$ cat config.mk
export PLATFORM = sky130hd
export DESIGN_NAME = uart_cmd_bridge
export DESIGN_NICKNAME = d
export VERILOG_FILES = /design/src/rtl/uart_cmd_bridge_pkg.sv /design/src/rtl/uart_cmd_bridge.sv
export SDC_FILE = /design/constraint.sdc
export NUM_CORES = 1
export LEC_CHECK = 0
export CAP_MARGIN = 40
export CORE_UTILIZATION = 48
export CTS_BUF_LIST = sky130_fd_sc_hd__clkbuf_8
export DETAILED_ROUTE_END_ITERATION = 12
export GPL_TIMING_DRIVEN = 0
export PLACE_DENSITY = 0.83
export RECOVER_POWER = 100
export SYNTH_ARGS = -nofsm -noshare
export SYNTH_HDL_FRONTEND = slang
export SYNTH_SLANG_ARGS = --single-unit
$ cat constraint.sdc
create_clock -name clk_i -period 2.7 [get_ports clk_i]
set_input_delay 0.54 -clock clk_i [delete_from_list [all_inputs] [get_ports clk_i]]
set_output_delay 0.54 -clock clk_i [all_outputs]
set_load 0.02 [all_outputs]
$ cat src/rtl/uart_cmd_bridge_pkg.sv
// Shared types and constants for the UART command bridge: FSM states, status codes
// returned on the TX stream, and CMD byte field positions.
package uart_cmd_bridge_pkg;

  typedef enum logic [2:0] {
    StIdle,
    StAddr,
    StWdata,
    StReq,
    StWaitRsp,
    StTxData,
    StTxStatus
  } state_e;

  localparam logic [7:0] STS_OK       = 8'h00;
  localparam logic [7:0] STS_BUS_ERR  = 8'h01;
  localparam logic [7:0] STS_INTG_ERR = 8'h02;
  localparam logic [7:0] STS_BAD_LEN  = 8'h03;
  localparam logic [7:0] STS_TIMEOUT  = 8'h04;

  localparam int unsigned CmdWrBit  = 7;
  localparam int unsigned CmdLenMsb = 3;

endpackage

$ cat src/rtl/uart_cmd_bridge.sv
// Parses framed commands from the UART RX byte stream into word read/write bursts on the
// host request interface and returns read data plus a status byte on the TX stream.
module uart_cmd_bridge
  import uart_cmd_bridge_pkg::*;
#(
  parameter int unsigned AddrBytes     = 4,
  parameter int unsigned MaxBurst      = 16,
  parameter int unsigned TimeoutCycles = 1024
) (
  input  logic        clk_i,
  input  logic        rst_ni,
  input  logic        rx_valid_i,
  input  logic [7:0]  rx_data_i,
  output logic        rx_pop_o,
  output logic        tx_valid_o,
  output logic [7:0]  tx_data_o,
  input  logic        tx_ready_i,
  output logic        req_o,
  input  logic        gnt_i,
  output logic [31:0] addr_o,
  output logic        we_o,
  output logic [31:0] wdata_o,
  output logic [3:0]  be_o,
  input  logic        valid_i,
  input  logic [31:0] rdata_i,
  input  logic        err_i,
  input  logic        intg_err_i,
  output logic        busy_o
);

  localparam int unsigned     TmoW     = (TimeoutCycles > 1) ? $clog2(TimeoutCycles + 1) : 1;
  localparam logic [4:0]      MaxLen   = 5'(MaxBurst);
  localparam logic [1:0]      AddrLast = 2'(AddrBytes - 1);
  localparam logic [TmoW-1:0] TmoLast  = TmoW'(TimeoutCycles - 1);
  localparam bit              TmoEn    = (TimeoutCycles != 0);

  state_e            state_q, state_d;
  logic              we_q, we_d;
  logic [4:0]        len_q, len_d;
  logic [4:0]        idx_q, idx_d;
  logic [1:0]        bcnt_q, bcnt_d;
  logic [31:0]       shreg_q, shreg_d;
  logic [31:0]       base_q, base_d;
  logic [7:0]        status_q, status_d;
  logic [TmoW-1:0]   tmo_q, tmo_d;

  logic [31:0] shreg_ins;
  logic [4:0]  cmd_len;
  logic [4:0]  idx_inc;
  logic        rx_wait;
  logic        tmo_hit;

  // One byte lane of the shared shift register is replaced by the incoming RX byte;
  // the same register holds the address, the write word and the read word in turn.
  always_comb begin
    shreg_ins = shreg_q;
    shreg_ins[{bcnt_q, 3'b000} +: 8] = rx_data_i;
  end

  assign cmd_len = {1'b0, rx_data_i[CmdLenMsb:0]} + 5'd1;
  assign idx_inc = idx_q + 5'd1;
  assign rx_wait = ((state_q == StAddr) || (state_q == StWdata)) && !rx_valid_i;
  assign tmo_hit = TmoEn && rx_wait && (tmo_q == TmoLast);

  always_ff @(posedge clk_i or negedge rst_ni) begin
    if (!rst_ni) begin
      state_q  <= StIdle;
      we_q     <= 1'b0;
      len_q    <= '0;
      idx_q    <= '0;
      bcnt_q   <= '0;
      shreg_q  <= '0;
      base_q   <= '0;
      status_q <= '0;
      tmo_q    <= '0;
    end else begin
      state_q  <= state_d;
      we_q     <= we_d;
      len_q    <= len_d;
      idx_q    <= idx_d;
      bcnt_q   <= bcnt_d;
      shreg_q  <= shreg_d;
      base_q   <= base_d;
      status_q <= status_d;
      tmo_q    <= tmo_d;
    end
  end

  always_comb begin
    state_d  = state_q;
    we_d     = we_q;
    len_d    = len_q;
    idx_d    = idx_q;
    bcnt_d   = bcnt_q;
    shreg_d  = shreg_q;
    base_d   = base_q;
    status_d = status_q;
    tmo_d    = tmo_q;

    if (rx_pop_o) begin
      tmo_d = '0;
    end else if (TmoEn && rx_wait) begin
      tmo_d = tmo_q + 1'b1;
    end

    unique case (state_q)
      StIdle: begin
        if (rx_valid_i) begin
          we_d    = rx_data_i[CmdWrBit];
          len_d   = cmd_len;
          idx_d   = '0;
          bcnt_d  = '0;
          shreg_d = '0;
          if (cmd_len > MaxLen) begin
            status_d = STS_BAD_LEN;
            state_d  = StTxStatus;
          end else begin
            state_d = StAddr;
          end
        end
      end
      StAddr: begin
        if (tmo_hit) begin
          status_d = STS_TIMEOUT;
          state_d  = StTxStatus;
        end else if (rx_valid_i) begin
          shreg_d = shreg_ins;
          if (bcnt_q == AddrLast) begin
            base_d  = {shreg_ins[31:2], 2'b00};
            bcnt_d  = '0;
            state_d = we_q ? StWdata : StReq;
          end else begin
            bcnt_d = bcnt_q + 2'd1;
          end
        end
      end
      StWdata: begin
        if (tmo_hit) begin
          status_d = STS_TIMEOUT;
          state_d  = StTxStatus;
        end else if (rx_valid_i) begin
          shreg_d = shreg_ins;
          bcnt_d  = bcnt_q + 2'd1;
          if (bcnt_q == 2'd3) begin
            state_d = StReq;
          end
        end
      end
      StReq: begin
        if (gnt_i) begin
          state_d = StWaitRsp;
        end
      end
      StWaitRsp: begin
        if (valid_i) begin
          if (intg_err_i) begin
            status_d = STS_INTG_ERR;
            state_d  = StTxStatus;
          end else if (err_i) begin
            status_d = STS_BUS_ERR;
            state_d  = StTxStatus;
          end else if (!we_q) begin
            shreg_d = rdata_i;
            bcnt_d  = '0;
            state_d = StTxData;
          end else begin
            idx_d = idx_inc;
            if (idx_inc == len_q) begin
              status_d = STS_OK;
              state_d  = StTxStatus;
            end else begin
              state_d = StWdata;
            end
          end
        end
      end
      StTxData: begin
        if (tx_ready_i) begin
          bcnt_d = bcnt_q + 2'd1;
          if (bcnt_q == 2'd3) begin
            idx_d = idx_inc;
            if (idx_inc == len_q) begin
              status_d = STS_OK;
              state_d  = StTxStatus;
            end else begin
              state_d = StReq;
            end
          end
        end
      end
      StTxStatus: begin
        if (tx_ready_i) begin
          state_d = StIdle;
        end
      end
      default: state_d = StIdle;
    endcase
  end

  always_comb begin
    rx_pop_o   = rx_valid_i &&
                 ((state_q == StIdle) || (state_q == StAddr) || (state_q == StWdata));
    req_o      = (state_q == StReq);
    addr_o     = base_q + {25'd0, idx_q, 2'b00};
    we_o       = we_q;
    wdata_o    = shreg_q;
    be_o       = req_o ? 4'hF : 4'h0;
    busy_o     = (state_q != StIdle);
    tx_valid_o = (state_q == StTxData) || (state_q == StTxStatus);
    tx_data_o  = 8'h00;
    if (state_q == StTxData) begin
      tx_data_o = shreg_q[{bcnt_q, 3'b000} +: 8];
    end else if (state_q == StTxStatus) begin
      tx_data_o = status_q;
    end
  end

endmodule

==> results.toml <==
[route]
drt_wl_total_mm = 19.7
vias_per_cell = 5.89
firstDrtPassIters = 5
wl_per_cell_um = 18.9
detail-route-antenna-nets = 0
vias = 6127
drc_errors = 0
first_iter_violations = 763

[layout]
final_layout_size_suffix_gt1_frac = 0.171
nNetsFinal = 931
layout_common_cells = "a21oi_1 (92), dfrtp_1 (92), nor2_1 (86)"
synthToLayoutAreaGrowth_pct = 31.2
antenna_cells = 0

[grt]
grt_max_degree = 61
grt_use_total = 0.305
grt_antenna_before_repair = 0
grt_pass1_vias = 5730
overflow = 0
grt_pass1_wl_mm = 30.6

[logic_synthesis]
ys.flop_type = "dfrtp_1"
async_reset_ff_frac = 1.00
synth.avg_cell_area_um2 = 8.63
postSynthCellCount = 712
yosysWarnings = 0
ys_seq_elements = 97
ys_types = 65
synth-edff-count = 0
syn_area_um2 = 6140
synth-seq-area-share = 0.395

[pwr]
finalPower_w = 0.00940
total_leakage_power_nw = 3.53
pwr_density_cell_nw_per_um2 = 1170
ir_drop_mv = 0.758

[floorplan]
core_um2 = 12300
dieArea_um2 = 13300
rows = 40
die_h_um = 115
io_pins = 129
start_util = 0.501
dieWidth_um = 115

[job]
drv_cap = 1

[min_path]
whs_path_depth = 2
min-delay-start = "len_q[0]"
hp-class = "register to register"

[sta]
fin_crit_sh = 1.11
rsz0062_at_grt = "yes"
tightestPinTransition_ns = 2.08
setup_viol = 33
fmax_mhz = 335
hold_violations = 0
period_minus_slack_ns = 2.99
max_slew_margin = -0.390
layout_setup_ws_ns = -0.288
final-max-slew-violation-count = 39
clock_skew_ns = 0.0167

[clocking]
cts_root_buffer = "clkbuf_8"
tritoncts = "done"
clkLatencyLatePin_ns = 0.38
holdBufCountCts = 0
cts-buffers-inserted = 9
ctsLongestPathBuffers = 2
htreeDepth = 3
clk_transition_reported_paths_ns = 0.09
cts_sinks = 97

[place]
port_buffers = 125
dp_slack_ns = -0.807
gp_congestion = 0.940
hpwl_mm = 14.4

[status]
status = "complete, but fails checks"
violations = "capacitance limit, slew limit, setup timing"

[critical_path]
slowest_delay_ns = 0.40
timing.rr.start = "state_q[1]"
critPathLaunchType = "register"
cp-startpoint = "base_q[2]"
setup.worst_path.class = "register to output pin"
reg2reg_depth = 6
crit_chain = "ha_4, inv_2, fa_2, nor2b_2, o21ai_2, a21oi_2, buf_4, o2111ai_2, xnor2_1, buf_4"
cp_data_arrival_time_ns = 2.45
crit_slowest_cell = "dfrtp_1"
cp-end-kind = "output pin"
path_common_cell = "buf_4"
cp_data_required_time_ns = 2.16
path_max_fanout = 3
critical path: cells and delay by family, from the launching register on:
kind,cells,cell delay [ns]
AOI/OAI and AO/OA,3,0.44
buffers and inverters,3,0.40
xor gates and xnor gates,1,0.22
and+or+nand+nor,1,0.14
DFF,1,0.40
adders and majority gates,2,0.49
sequential cells by signal, summed over array words and instances (netlist names):
| register | cells |
|---|---|
| base_q | 30 |
| bcnt_q | 2 |
| idx_q | 5 |
| len_q | 5 |
| state_q | 3 |
| status_q | 8 |
| tmo_q | 11 |
| wdata_o | 32 |
| we_o | 1 |
cells in the mapped netlist, types with 13 or more instances:
cell type | number | area (um^2)
buf_2 | 15 | 75.1
nor3_1 | 14 | 70.1
nand2_1 | 69 | 259
xnor2_1 | 20 | 175
clkbuf_1 | 20 | 75.1
o21ai_0 | 54 | 270
nor2b_1 | 38 | 238
nor2_1 | 87 | 327
a21oi_1 | 94 | 470
xor2_1 | 24 | 210
dfrtp_1 | 97 | 2430
ha_1 | 14 | 175
inv_1 | 14 | 52.6
nand3_1 | 13 | 65.1
cells by family (layout without fill, tap and decap cells):
kind of cell | after synthesis | in the layout | synth area share
and+or+nand+nor | 263 | 263 | 0.210
AOI/OAI and AO/OA | 214 | 214 | 0.211
xor gates and xnor gates | 46 | 46 | 0.0691
buffers and inverters | 64 | 223 | 0.0469
adders and majority gates | 15 | 15 | 0.0318
other | 1 | 2 | 0.000611
muxes | 12 | 12 | 0.0363
DFF | 97 | 97 | 0.395
area by class of cell:
| type | instances | area (um^2) |
|---|---|---|
| flip-flops and latches | 97 | 2430 |
| repair buffers | 145 | 1340 |
| clock inverters | 6 | 50.0 |
| multi-input cells | 552 | 3600 |
| plain buffers | 46 | 240 |
| fillers | 1005 | 4200 |
| well taps | 168 | 210 |
| clock buffers | 9 | 124 |
| inverters | 17 | 67.6 |
path summary, 6_finish.rpt:
path,slack [ns],to
min in group asynchronous,0.76,wdata_o[30]
worst max register to register,0.01,wdata_o[22]
worst min register to register,0.51,len_q[0]
worst max-delay path,-0.29,addr_o[26]
max in group asynchronous,0.23,idx_q[0]
worst min-delay path,0.51,len_q[0]
what timing repair did:
action,4_1_cts,5_1_grt
pin swaps,7,11
setup endpoints to repair,93,52
setup buffers,11,7
gates resized for setup,166,30
gates cloned,1,0
through the flow:
| stage | hold slack (ns) | utilization | TNS, ns | instance area [um^2] | cells |
|---|---|---|---|---|---|
| floorplan | 0.244 | - | 0 | 6210 | 713 |
| finish | 0.510 | 0.657 | -5.31 | 8060 | 1040 |
| global route | 0.545 | 0.657 | -23.66 | 8060 | 1040 |
| global placement | 0.475 | 0.626 | -256.33 | 7680 | 1006 |
| detailed placement | 0.490 | 0.628 | -25.60 | 7700 | 1007 |
| CTS | 0.144 | 0.652 | -3.12 | 7990 | 1033 |
report_power, final:
group / switching (W) / leakage [nW] / total (W) / internal [W]
registers: 0.000725 / 1.25 / 0.00276 / 0.00204
logic: 0.00337 / 2.19 / 0.00574 / 0.00238
clock network: 0.000552 / 0.0880 / 0.000895 / 0.000343
metal layers:
metal,vias to the layer above,track usage,part of all wire
met3,64,0.0522,0.091
met2,373,0.475,0.46
met5,-,0,0
met1,2876,0.422,0.42
met4,0,0.132,0.034
li1,2814,-,-
(Power assumes the default switching activity.)
